[src/rtl/mux_scan_pkg.sv]
// Shared encodings and helpers for the mux_scan block.
package mux_scan_pkg;

    // Encodings of the external mode input.
    localparam logic MODE_MANUAL = 1'b0;
    localparam logic MODE_SCAN   = 1'b1;

    // Selection FSM states; the state tracks the mode input one cycle late.
    typedef enum logic {
        ST_MANUAL = 1'b0,
        ST_SCAN   = 1'b1
    } state_t;

    // Ceiling log2, usable in parameter expressions.
    function automatic int clog2(input int n);
        int r;
        r = 0;
        while ((1 << r) < n) r++;
        return r;
    endfunction

    // Counter width for a range of n values, never narrower than one bit.
    function automatic int cnt_width(input int n);
        return (clog2(n) < 1) ? 1 : clog2(n);
    endfunction

endpackage

[src/rtl/mux_scan_next.sv]
// Next-enabled-channel finder: returns the first enabled channel above
// i_cur_sel, wrapping to the lowest enabled channel when none lies above.
module mux_scan_next
    import mux_scan_pkg::*;
#(
    parameter  int NCH  = 8,
    localparam int SELW = clog2(NCH)
) (
    input  logic [SELW-1:0] i_cur_sel,
    input  logic [NCH-1:0]  i_mask,
    output logic [SELW-1:0] o_next_sel,
    output logic            o_wrap,
    output logic            o_any
);

    logic            w_above_found;
    logic [SELW-1:0] w_above;
    logic            w_low_found;
    logic [SELW-1:0] w_low;

    // Scan downward so the lowest qualifying channel is the last one written.
    // NOTE: every variable gets a default before the loop; a path that left
    // one unassigned would make synthesis infer a latch.
    always_comb begin
        w_above_found = 1'b0;
        w_above       = '0;
        w_low_found   = 1'b0;
        w_low         = '0;
        for (int j = NCH - 1; j >= 0; j--) begin
            if (i_mask[j]) begin
                w_low_found = 1'b1;
                w_low       = SELW'(j);
                if (j > int'(i_cur_sel)) begin
                    w_above_found = 1'b1;
                    w_above       = SELW'(j);
                end
            end
        end
    end

    // Wrapping to the lowest enabled channel means new index <= old index,
    // which also covers a single enabled channel selecting itself.
    assign o_next_sel = w_above_found ? w_above : (w_low_found ? w_low : i_cur_sel);
    assign o_wrap     = !w_above_found && w_low_found;
    assign o_any      = w_low_found;

endmodule

[src/rtl/mux_scan.sv]
// mux_scan: N-channel registered multiplexer with manual selection and a
// dwell-timed auto-scan sequencer, valid/ready output handshake.
// Optional feature macro: MUX_SCAN_MASK_EN adds the ch_mask port so that
// disabled channels are skipped by the scan and refused by sel_ld.
module mux_scan
    import mux_scan_pkg::*;
#(
    parameter  int NCH   = 8,
    parameter  int W     = 8,
    parameter  int DWELL = 4,
    localparam int SELW  = clog2(NCH)
) (
    input  logic              clk,
    input  logic              rst,
    input  logic [NCH*W-1:0]  d,
    input  logic              mode,
    input  logic [SELW-1:0]   sel_in,
    input  logic              sel_ld,
    input  logic              hold,
    input  logic              out_ready,
`ifdef MUX_SCAN_MASK_EN
    input  logic [NCH-1:0]    ch_mask,
`endif
    output logic [W-1:0]      y,
    output logic [SELW-1:0]   y_ch,
    output logic              y_valid,
    output logic              scan_wrap
);

    localparam int              DWW        = cnt_width(DWELL);
    localparam logic [DWW-1:0]  DWELL_LAST = DWW'(DWELL - 1);

    state_t          r_state;
    state_t          w_state_nxt;
    logic [SELW-1:0] r_cur_sel;
    logic [SELW-1:0] w_cur_nxt;
    logic [DWW-1:0]  r_dwell;
    logic [DWW-1:0]  w_dwell_nxt;
    logic            w_wrap_nxt;
    logic [W-1:0]    r_y;
    logic [SELW-1:0] r_y_ch;
    logic            r_y_valid;
    logic            r_scan_wrap;

    logic [W-1:0]    w_ch [NCH];
    logic [NCH-1:0]  w_mask;
    logic            w_cur_en;
    logic            w_sel_en;
    logic [SELW-1:0] w_next_sel;
    logic            w_next_wrap;
    logic            w_any;
    logic            w_stall;
    logic            w_snap;
    logic            w_step_en;
    logic [SELW-1:0] w_cap_sel;

    // Unflatten the channel bus.
    for (genvar i = 0; i < NCH; i++) begin : g_ch
        assign w_ch[i] = d[i*W +: W];
    end

`ifdef MUX_SCAN_MASK_EN
    assign w_mask   = ch_mask;
    assign w_cur_en = ch_mask[r_cur_sel];
    assign w_sel_en = (int'(sel_in) < NCH) && ch_mask[sel_in];
`else
    assign w_mask   = '1;
    assign w_cur_en = 1'b1;
    assign w_sel_en = (int'(sel_in) < NCH);
`endif

    mux_scan_next #(
        .NCH (NCH)
    ) u_next (
        .i_cur_sel  (r_cur_sel),
        .i_mask     (w_mask),
        .o_next_sel (w_next_sel),
        .o_wrap     (w_next_wrap),
        .o_any      (w_any)
    );

    // A held output that downstream has not taken freezes capture and scan.
    assign w_stall   = r_y_valid && !out_ready;
    assign w_step_en = !hold && !w_stall && w_any;
    // Leaving the invalid state onto a masked channel first snaps to an enabled one.
    assign w_snap    = w_any && !r_y_valid && !w_cur_en;
    assign w_cap_sel = w_snap ? w_next_sel : r_cur_sel;

    // Next-state logic: FSM follows mode, select/dwell sequencing with sel_ld priority.
    always_comb begin
        w_state_nxt = (mode == MODE_MANUAL) ? ST_MANUAL : ST_SCAN;
        w_cur_nxt   = r_cur_sel;
        w_dwell_nxt = r_dwell;
        w_wrap_nxt  = 1'b0;
        if (sel_ld && w_sel_en) begin
            w_cur_nxt   = sel_in;
            w_dwell_nxt = '0;
        end else if (w_snap) begin
            w_cur_nxt   = w_next_sel;
            w_dwell_nxt = '0;
        end else if (r_state == ST_SCAN) begin
            if (w_step_en) begin
                if (r_dwell == DWELL_LAST) begin
                    w_dwell_nxt = '0;
                    w_cur_nxt   = w_next_sel;
                    w_wrap_nxt  = w_next_wrap;
                end else begin
                    w_dwell_nxt = r_dwell + 1'b1;
                end
            end
        end else begin
            w_dwell_nxt = '0;
        end
    end

    // State register for the FSM and the select sequencer.
    // NOTE: sequential state uses non-blocking assignments so every register
    // samples pre-edge values regardless of statement order.
    always_ff @(posedge clk or posedge rst) begin
        if (rst) begin
            r_state     <= ST_MANUAL;
            r_cur_sel   <= '0;
            r_dwell     <= '0;
            r_scan_wrap <= 1'b0;
        end else begin
            r_state     <= w_state_nxt;
            r_cur_sel   <= w_cur_nxt;
            r_dwell     <= w_dwell_nxt;
            r_scan_wrap <= w_wrap_nxt;
        end
    end

    // Output capture register with valid/ready hold.
    always_ff @(posedge clk or posedge rst) begin
        if (rst) begin
            r_y       <= '0;
            r_y_ch    <= '0;
            r_y_valid <= 1'b0;
        end else if (!w_any) begin
            r_y_valid <= 1'b0;
        end else if (!w_stall) begin
            r_y       <= w_ch[w_cap_sel];
            r_y_ch    <= w_cap_sel;
            r_y_valid <= 1'b1;
        end
    end

    assign y         = r_y;
    assign y_ch      = r_y_ch;
    assign y_valid   = r_y_valid;
    assign scan_wrap = r_scan_wrap;

endmodule

[config.mk]
export PLATFORM = sky130hd
export DESIGN_NAME = mux_scan
export DESIGN_NICKNAME = d
export VERILOG_FILES = /design/src/rtl/mux_scan_pkg.sv /design/src/rtl/mux_scan_next.sv /design/src/rtl/mux_scan.sv
export SDC_FILE = /design/constraint.sdc
export NUM_CORES = 1
export LEC_CHECK = 0
export BUFFER_PORTS_ARGS = -buffer_cell sky130_fd_sc_hd__buf_2
export CAP_MARGIN = 5
export CORE_ASPECT_RATIO = 1.4
export CORE_MARGIN = 5
export CORE_UTILIZATION = 49
export DETAILED_ROUTE_END_ITERATION = 8
export HOLD_SLACK_MARGIN = 0.06
export PLACE_DENSITY = 0.85
export SLEW_MARGIN = 0
export SYNTH_ARGS = -nofsm -noshare
export SYNTH_HDL_FRONTEND = slang
export SYNTH_HIERARCHICAL = 1
export SYNTH_SLANG_ARGS = --single-unit
[constraint.sdc]
create_clock -name clk -period 2.52 [get_ports clk]
set_clock_uncertainty 0.05 [all_clocks]
set_input_delay 0.252 -clock clk [delete_from_list [all_inputs] [get_ports clk]]
set_output_delay 0.252 -clock clk [all_outputs]
set_load 0.03 [all_outputs]
==> impl_metrics.tcl, run 1 <==
set metrics [dict create \
    clk_pin_slew_ps 80 \
    yosysUniqueCellTypes 46 \
    detailedRoute.firstPassIterationCount 4 \
    number_of_enable_flip_flop_cells_after_synthesis 0 \
    route.antenna.remaining_nets 0 \
    tns_ps 0 \
    number_of_placed_instances_with_taps_included 335 \
    hold-worst-slack_ps 45.98 \
    num-nets-final 375 \
    cp_arrival_ps 2040 \
    report.final.slew_viol_count 0 \
    tritoncts "built" \
    synth.cell_area_sq_um 1668 \
    number_of_h_tree_branching_levels 1 \
    layout_common_cells "buf_2 (85), conb_1 (38), dfrtp_1 (18), mux2_2 (17), mux2i_1 (14)" \
    final_layout_size_suffix_gt1_share_pct 37.67 \
    fin_crit_sh_pct 76.89 \
    grt_usage_pct 20.45 \
    final.min_clock_period_ps 1938 \
    yosys_warnings 6 \
    syn_inst 184 \
    initial_core_util_pct 49.83 \
    p_int_uw 618.7 \
    net-switching-power_uw 353.9 \
    maxCapViolCount 0 \
    p_seq_share_pct 38.7 \
    synth_area_leaders "dfrtp_1 (29%), mux2_2 (11%), mux2i_1 (8.4%), o31ai_1 (5.0%), o21ai_0 (3.6%)" \
    crit_required_ps 2620 \
    die_y_um 79.03 \
    commonest_non_fill_non_tap_cell_in_the_layout "buf_2" \
    post_cts_resize_count 0 \
    ys_async_sr_fraction_pct 100.0 \
    yosys.area.top_type "dfrtp_1" \
    crit_fanout 19 \
    placement_rows 25 \
    report.final.hold_viol_count 0 \
    grt_start_max_net_pins 23 \
    clk_path_buf_depth 2 \
    power.static_leakage_nw 1.145 \
    synth.avg_cell_area_sq_um 9.064 \
    total_wirelength_um 4852 \
    timing.setup.critical_path_class "reg -> reg" \
    grt_remaining_overflow 0 \
    timing.critical_path.depth 6 \
    grt_pass1_vias 1802 \
    drt_iter0_markers 40 \
    dpl_hpwl_um 3953 \
    clockRootBuffer "clkbuf_8" \
    average_vias_per_placed_instance 5.215 \
    grt_antenna_before_repair 0 \
    timing.critical_path.slowest_cell_delay_ps 660 \
    power.clock.fraction_pct 22.0 \
    non_filler_cells_final 340 \
    synth_seq_area_share_pct 28.51 \
    num_io_pins 86 \
    die_area_sq_um 4687 \
    fin_total_pwr_uw 972.6 \
    endpoint_kind "register" \
    gp_congestion 0.7950 \
    clock_latency_ps 260 \
    critical_path_top_delay_cell "dfrtp_1" \
    grt_first_pass_wirelength_um 7659 \
    path_cells "o21ai_0 > a21oi_1 > nand2_1 > nor3_1 > inv_1 > nor4_1" \
    finalSetupViolations 0 \
    rr_startpoint "r_cur_sel[2]$_DFFE_PP0P_" \
    switching_share_pct 36.39 \
    cpLargestDelayFamily "flip-flops" \
    place.port_buffers 85 \
    netlist.area_leader.share_pct 28.51 \
    ys_ff_latch 19 \
    run_status "complete, no violations" \
    timing.slew.headroom_pct 44.01 \
    die_w_um 59.31 \
    post_cts_buffers 0 \
    synth_flop_cell "dfrtp_1" \
    clkSinkCount 19 \
    power.ir.vdd_worst_mv 0.3956 \
    drcViolationCount 0 \
    antenna_cells_inserted 0 \
    register_to_register_path_depth 6 \
    postCtsHoldBufs 1 \
    power.density_nw_per_um2 431.1 \
    core_sq_um 3347 \
    cp-startpoint "r_cur_sel[2]$_DFFE_PP0P_" \
    critPathLaunchType "register" \
    syn2layout_area_growth_pct 35.26 \
    maximum_frequency_from_static_timing_analysis_ghz 0.5161 \
    crit_buf_inv 1 \
    rsz_0062_raised_after_global_routing "no" \
    timing.hold.worst.class "in -> async" \
    comb_power_share_pct 39.2 \
    detailroute.via_count 1773 \
    tightest_slew_ps 838.1 \
    drt-wirelength-per-cell_um 14.27 \
    numCtsBuffers 3 \
]
-- sequential cells by signal (all words and copies together) (netlist names) --
| signal | cells |
|---|---|
| r_dwell | 2 |
| scan_wrap | 1 |
| y_valid | 1 |
| y_ch | 3 |
| r_state | 1 |
| y | 8 |
| r_cur_sel | 3 |
-- power groups by stage --
stage / combinational [mW] / clock [mW] / sequential (mW)
floorplan: 0.217 / 0 / 0.427
global placement: 0.370 / 0 / 0.380
detailed placement: 0.378 / 0 / 0.382
CTS: 0.381 / 0.218 / 0.376
global route: 0.417 / 0.228 / 0.383
finish: 0.382 / 0.214 / 0.377
-- cells in the mapped netlist (2+ instances only) --
cell and instances:
o2bb2ai_1 2, a2111oi_0 2, buf_4 2, buf_6 3, o41ai_1 2, o31ai_1 11, nand2b_1 4, o22ai_1 8
nor3_1 4, nor2b_1 6, nand2_1 8, buf_2 2, inv_1 8, a31oi_1 4, a22o_1 6, mux2i_1 14
a21oi_1 8, a211oi_1 2, nor4_1 2, nor2_1 7, nand4b_1 2, nand4_1 4, and2b_1 3, mux2_2 17
clkbuf_1 3, o21ai_0 12, dfrtp_1 19
-- stage by stage --
stage	setup slack (ps)	util, %	cell area (sq um)
6_report	582.5	67.40	2256
5_1_grt	329.1	67.40	2256
4_1_cts	603.1	67.40	2256
3_5_place_dp	616.0	65.72	2200
3_3_place_gp	720.5	65.72	2200
2_1_floorplan	944.6	-	1807
-- final timing paths --
kind                                             to  slack (ps)
hold / removal                     y[2]$_DFFE_PP0P_          50
setup / recovery                scan_wrap$_DFF_PP0_         580
setup reg to reg                scan_wrap$_DFF_PP0_         580
min in group clk                scan_wrap$_DFF_PP0_         130
max in group asynchronous  r_cur_sel[0]$_DFFE_PP0P_        1880
hold reg to reg                 y_ch[0]$_DFFE_PP0P_         460
-- worst register-to-register path, stage by stage (launching register included) --
cell and delay [ps]:
dfrtp_1 660, o21ai_0 220, a21oi_1 300, nand2_1 140, nor3_1 160, inv_1 50
nor4_1 250
-- metal layers --
layer,part of all wire (%),GRT usage [%]
met1,38,23.86
met2,56,37.09
met3,5.4,3.415
met4,0.89,5.669
met5,0,0
-- kinds of logic after synthesis --
| logic type | Yosys count | synth area share (%) |
|---|---|---|
| simple gates | 48 | 17.10 |
| flops | 19 | 28.51 |
| buf+inv | 21 | 7.726 |
| compound gates | 63 | 25.81 |
| mux | 31 | 19.88 |
| other cells | 1 | 0.2248 |
| fa+ha+maj | 1 | 0.7501 |
-- layout make-up --
class / instances / area, sq um
multi-input cells: 181 / 1202
fillers: 295 / 1091
flip-flops and latches: 19 / 476.7
repair buffers: 88 / 450.4
well taps: 40 / 50.05
clock buffers: 3 / 41.29
inverters: 8 / 30.03
clock inverters: 1 / 5.005
Power figures use the tool's default switching activity.
==> run 2, diff against run 1 <==
- ABC_AREA: default -> 1
- CORE_UTILIZATION: 49 -> 43
- PLACE_DENSITY: 0.85 -> 0.77
- clock period: 2.52 -> 1.7 ns (I/O delays scaled with it)
==> run 2 against run 1 <==
Compared with the run above: global-route usage is 3.5 points lower; area after synthesis increased by 9.7%; critical path depth is 7 higher; sequential power is 58% higher; die area rose by 21%; register-to-register slack got worse by 370 ps; clock power is 43% higher; maximum frequency rose by 30%; power up 84%; synthesized cell count up 73%; critical path type unchanged.
==> impl_metrics.tcl, run 2 <==
set metrics [dict create \
    detailedPlace.worstSlack_ps 138.5 \
    die_y_um 87.17 \
    grt_start_max_net_pins 34 \
    finalSetupViolations 0 \
    timing.hold.worst.class "in -> reg" \
    core_sq_um 4169 \
    numCtsBuffers 3 \
    num_io_pins 86 \
    arithmetic_cell_share_of_the_synthesized_area_counting_full_adders_half_adders_and_majority_gates_pct 0.6840 \
    synth-xor-area-share_pct 0 \
    grt_antenna_before_repair 0 \
    final.min_clock_period_ps 1487 \
    cp_arrival_ps 1580 \
    power.density_nw_per_um2 744.9 \
    power.static_leakage_nw 1.538 \
    grt_pass1_vias 1923 \
    hold_start "hold" \
    register_to_register_path_depth 13 \
    crit_buf_inv 3 \
    clkSinkCount 19 \
    synth_top_family_by_area "simple AND/OR/NAND/NOR gates" \
    endpoint_kind "register" \
    synth_seq_area_share_pct 25.99 \
    timing.setup.critical_path_class "reg -> reg" \
    report.final.hold_viol_count 0 \
    num-nets-final 499 \
    path_cells "inv_1 > nand3_2 > inv_1 > nor2_2 > nand2_2 > nor2_2 > nand2_1 > nand2_1 > inv_1 > nand2_1 > nand2_1 > nand2_1 > nand2_1" \
    drcViolationCount 0 \
    largest_register_ff_count 8 \
    placement_rows 28 \
    rsz_0062_raised_after_global_routing "no" \
    yosysMostFrequentCell "nand2_1" \
    average_vias_per_placed_instance 4.648 \
    rr_startpoint "r_cur_sel[0]$_DFFE_PP0P_" \
    tritoncts "built" \
    drt-wirelength-per-cell_um 9.981 \
    die_w_um 65.13 \
    synth_flop_cell "dfrtp_1" \
    syn2layout_area_growth_pct 31.19 \
    r2r_end "r_cur_sel[0]$_DFFE_PP0P_" \
    number_of_enable_flip_flop_cells_after_synthesis 0 \
    place.port_buffers 85 \
    ys_async_sr_fraction_pct 100.0 \
    dpl_hpwl_um 3934 \
    crit_fanout 7 \
    detailroute.via_count 2180 \
    most_repeated_library_cell_on_the_critical_path "nand2_1" \
    grt_usage_pct 16.98 \
    maximum_frequency_from_static_timing_analysis_ghz 0.6723 \
    maxCapViolCount 0 \
    ys_ff_latch 19 \
    synth.cell_area_sq_um 1829 \
    initial_core_util_pct 43.88 \
    netlist.area_leader.share_pct 28.11 \
    dpl-instance-area_sq_um 2331 \
    commonest_non_fill_non_tap_cell_in_the_layout "nand2_1" \
    timing.slew.headroom_pct 53.54 \
    total_wirelength_um 4681 \
    tns_ps 0 \
    non_filler_cells_final 469 \
    gp_congestion 0.8921 \
    yosys_warnings 6 \
    number_of_h_tree_branching_levels 1 \
    yosys.area.top_type "nand2_1" \
    timing.reg2reg.setup_slack_ps 210 \
    run_status "complete, no violations" \
    syn_inst 318 \
    min_delay_path_depth 4 \
    synth.avg_cell_area_sq_um 5.752 \
    crit_required_ps 1800 \
    clockRootBuffer "clkbuf_8" \
    detailedRoute.firstPassIterationCount 5 \
    synth.top_cells.by_count "nand2_1 (137), nand3_1 (59), inv_1 (51)" \
    drt_iter0_markers 46 \
    number_of_placed_instances_with_taps_included 463 \
    final_layout_size_suffix_gt1_share_pct 26.42 \
    yosysUniqueCellTypes 27 \
    critPathLaunchType "register" \
    layout_common_cells "nand2_1 (137), buf_2 (85), nand3_1 (59), inv_1 (51), conb_1 (23)" \
    power.ir.vdd_worst_mv 0.3172 \
    timing.critical_path.slowest_cell_delay_ps 440 \
    yosys.area_share.simple_pct 53.42 \
    antenna_cells_inserted 0 \
    cp-startpoint "r_cur_sel[0]$_DFFE_PP0P_" \
    hold_path_sink "r_dwell[0]$_DFFE_PP0P_" \
    critical_path_top_delay_cell "dfrtp_2" \
    post_synth_mux_area_share_pct 0 \
    final_critical_path_setup_slack_ps 212.6 \
    tightest_slew_ps 696.2 \
    clock_latency_ps 250 \
    grt_remaining_overflow 0 \
    die_area_sq_um 5677 \
    post-route-util_pct 57.56 \
    layout.cell_area.non_filler_sq_um 2400 \
    cpLargestDelayFamily "simple AND/OR/NAND/NOR gates" \
    grt_first_pass_wirelength_um 7859 \
    synth_compound_area_share_pct 2.668 \
    synth_area_leaders "nand2_1 (28%), dfrtp_1 (26%), nand3_1 (16%), inv_1 (10%), buf_6 (3.1%)" \
    report.final.slew_viol_count 0 \
    fin_crit_sh_pct 87.49 \
    route.antenna.remaining_nets 0 \
    clk_path_buf_depth 2 \
    clk_pin_slew_ps 70 \
]
[run 2: changes by cell type after synthesis, sizes merged, moves of 8 or more]
cell and delta:
mux2 -17, nand3 +60, o21ai -8, o22ai -8, inv +46, a21oi -9
mux2i -14, o31ai -11, nand2 +134
[run 2: power breakdown]
part | leakage (nW) | switching [mW] | internal (mW)
logic | 1.28 | 0.566 | 0.320
clock network | 0.0228 | 0.140 | 0.166
registers | 0.232 | 0.0628 | 0.534
[run 2: area by class of cell]
class	instances	area, sq um
inverters	55	211.5
well taps	45	56.30
flip-flops and latches	19	479.2
fillers	435	1769
clock buffers	4	45.04
multi-input cells	254	1125
repair buffers	92	483.0
[run 2: how the worst max path moves through the flow]
stage	slack, ps	to	cells after the start
after floorplan	220	r_cur_sel[0]$_DFFE_PP0P_	13
after global placement	230	r_cur_sel[0]$_DFFE_PP0P_	13
after detailed placement	140	r_cur_sel[0]$_DFFE_PP0P_	13
after CTS	120	r_cur_sel[0]$_DFFE_PP0P_	13
after global routing	9	r_cur_sel[0]$_DFFE_PP0P_	13
final	210	r_cur_sel[0]$_DFFE_PP0P_	13
[run 2: kinds of logic after synthesis]
group | count (synthesis)
fa+ha+maj | 1
buf+inv | 67
compound gates | 8
simple gates | 222
other cells | 1
flops | 19
[run 2: repair_timing]
item,CTS,global route
setup buffers,0,0
endpoints found under the setup margin,0,1
gates resized for setup,0,3
hold buffers,2,0
endpoints found under the hold margin,20,0
[run 2: stage by stage]
step                      hold WS (ps)  power [mW]
after floorplan                  71.13       1.263
after global placement           237.4       1.474
after detailed placement         237.8       1.485
after CTS                        163.6       1.798
after global routing             190.5       1.940
final                            163.7       1.788
[run 2: worst register-to-register path: stages, from the launching register on]
cell,delay (ps)
dfrtp_2,440
inv_1,90
nand3_2,90
inv_1,60
nor2_2,140
nand2_2,90
nor2_2,80
nand2_1,50
nand2_1,60
inv_1,30
nand2_1,50
nand2_1,50
nand2_1,60
nand2_1,40
[run 2: metal layers]
| layer | vias up | GRT usage (%) | share of wire [%] |
|---|---|---|---|
| met1 | 921 | 20.45 | 40 |
| met2 | 88 | 30.07 | 49 |
| met4 | 0 | 7.170 | 2.7 |
| met3 | 12 | 2.196 | 7.7 |
| li1 | 1159 | - | - |
| met5 | - | 0 | 0 |
==> run 3, diff against run 2 <==
- PLACE_DENSITY: 0.77 -> 0.78
- RECOVER_POWER: default -> 25
==> run 3 against run 2 <==
Compared with the run above: critical endpoint unchanged; first-iteration DRC count up 100%; hold slack better by 5.3 ps; largest cell class unchanged; die area unchanged; cell count decreased by 0.21%; critical path type unchanged; combinational power is 0.7% lower.
==> impl_metrics.tcl, run 3 (synthesis results as in run 2) <==
set metrics [dict create \
    finalSetupViolations 0 \
    grt_first_pass_wirelength_um 8231 \
    num_io_pins 86 \
    post_cts_buffers 0 \
    die_w_um 65.13 \
    die_area_sq_um 5677 \
    cpLargestDelayFamily "simple AND/OR/NAND/NOR gates" \
    detailedRoute.firstPassIterationCount 4 \
    grt_usage_pct 17.60 \
    register_to_register_path_depth 13 \
    cp_arrival_ps 1630 \
    critical_path_top_delay_cell "dfrtp_2" \
    power.static_leakage_nw 1.533 \
    run_status "complete, no violations" \
    report.final.hold_viol_count 0 \
    crit_buf_inv 1 \
    power.clock.fraction_pct 17.3 \
    clock_latency_ps 250 \
    total_wirelength_um 4758 \
    grt_remaining_overflow 0 \
    timing.setup.critical_path_class "reg -> reg" \
    timing.hold.worst.class "in -> reg" \
    comb_power_share_pct 49.4 \
    place.port_buffers 85 \
    clk_path_buf_depth 2 \
    grt_use_met3_pct 2.842 \
    layout_common_cells "nand2_1 (137), buf_2 (85), nand3_1 (59), inv_1 (51), conb_1 (23)" \
    timing.reg2reg.setup_slack_ps 160 \
    endpoint_kind "register" \
    net-switching-power_uw 769.3 \
    non_filler_cells_final 468 \
    switching_share_pct 43.24 \
    critPathLaunchType "register" \
    syn2layout_area_growth_pct 30.57 \
    gp_congestion 0.8444 \
    grt_util_met2_pct 32.50 \
    die_y_um 87.17 \
    p_seq_share_pct 33.3 \
    post-route-util_pct 57.29 \
    drcViolationCount 0 \
    drt_iter0_markers 93 \
    final.min_clock_period_ps 1536 \
    average_vias_per_placed_instance 4.600 \
    core_sq_um 4169 \
    rsz_0062_raised_after_global_routing "no" \
    final_critical_path_setup_slack_ps 164.4 \
    clk_pin_slew_ps 70 \
    final_layout_size_suffix_gt1_share_pct 26.00 \
    path_cells "nand2_1 > nand3_1 > nand2_2 > nor2_4 > nand2_2 > nor2_2 > nand2_1 > nand2_1 > inv_1 > nand2_1 > nand2_1 > nand2_1 > nand2_1" \
    timing.critical_path.depth 13 \
    clockRootBuffer "clkbuf_8" \
    dpl_hpwl_um 3908 \
    p_int_mw 1.010 \
    fin_crit_sh_pct 90.33 \
    detailedPlace.worstSlack_ps 126.4 \
    grt_antenna_before_repair 0 \
    antenna_cells_inserted 0 \
    tritoncts "built" \
    maxCapViolCount 0 \
    most_repeated_library_cell_on_the_critical_path "nand2_1" \
    tns_ps 0 \
    globalRoute.busiestLayer "met2" \
    power.density_nw_per_um2 744.9 \
    number_of_h_tree_branching_levels 1 \
    fin_total_pwr_mw 1.779 \
    maximum_frequency_from_static_timing_analysis_ghz 0.6512 \
    commonest_non_fill_non_tap_cell_in_the_layout "nand2_1" \
    report.final.slew_viol_count 0 \
    crit_required_ps 1790 \
    grt_start_max_net_pins 34 \
    initial_core_util_pct 43.88 \
    grtUsageMet1_pct 20.40 \
    detailroute.via_count 2153 \
    crit_fanout 7 \
    timing.critical_path.slowest_cell_delay_ps 440 \
    num-nets-final 498 \
    largest_register_ff_count 8 \
    min_delay_path_depth 4 \
    clkSinkCount 19 \
    route.antenna.remaining_nets 0 \
    drt-wirelength-per-cell_um 10.17 \
    number_of_placed_instances_with_taps_included 462 \
    placement_rows 28 \
    grt_pass1_vias 2072 \
    numCtsBuffers 3 \
    power.ir.vdd_worst_mv 0.3716 \
]
==> run 3: cell count changes in the layout (fill, tap and decap cells not counted) <==
| cell | previous run | this run |
|---|---|---|
| dfrtp_1 | 16 | 17 |
| dfrtp_2 | 3 | 2 |
| clkbuf_2 | 0 | 1 |
| buf_4 | 5 | 3 |
==> run 3: timing repair <==
item	CTS	global route
hold buffers	2	0
setup endpoints to repair	0	1
resized for setup	0	2
hold endpoints to repair	20	0
==> run 3: path summary, 6_finish.rpt <==
check	start	end
setup / recovery	r_cur_sel[2]$_DFFE_PP0P_	r_cur_sel[0]$_DFFE_PP0P_
hold / removal	hold	r_dwell[0]$_DFFE_PP0P_
setup reg to reg	r_cur_sel[2]$_DFFE_PP0P_	r_cur_sel[0]$_DFFE_PP0P_
hold reg to reg	y_ch[2]$_DFFE_PP0P_	y_ch[2]$_DFFE_PP0P_
max in group asynchronous	rst	r_cur_sel[2]$_DFFE_PP0P_
min in group asynchronous	rst	y_valid$_DFFE_PP0P_
==> run 3: routing by layer <==
metal  routed length (um)  part of all wire (%)  vias to the layer above
met2                 2410                    51                       76
met3                  348                   7.3                        6
li1                     -                     -                     1155
met5                    0                     0                        -
met1                 1909                    40                      916
met4                   89                   1.9                        0
==> run 3: area by class of cell <==
type / count / area [sq um]
fillers: 452 / 1780
inverters: 55 / 211.5
clock buffers: 4 / 45.04
repair buffers: 91 / 473.0
multi-input cells: 254 / 1125
flip-flops and latches: 19 / 478.0
well taps: 45 / 56.30
==> run 3: worst min-delay path, stage by stage <==
cell and delay [ps]:
buf_2 90, nor2_1 60, nand4_1 70, nand2_1 50
==> run 3: power by group through the flow <==
stage	combinational (mW)	clock [mW]	sequential (mW)
global placement	0.870	0	0.597
finish	0.879	0.308	0.592
global route	0.993	0.327	0.603
detailed placement	0.878	0	0.598
floorplan	0.537	0	0.727
CTS	0.885	0.315	0.591
==> run 3: stage by stage <==
step / cell area, sq um / hold WS (ps)
6_report: 2389 / 169.0
5_1_grt: 2389 / 195.2
4_1_cts: 2389 / 161.8
3_5_place_dp: 2323 / 145.9
3_3_place_gp: 2323 / 144.4
2_1_floorplan: 1912 / 71.13
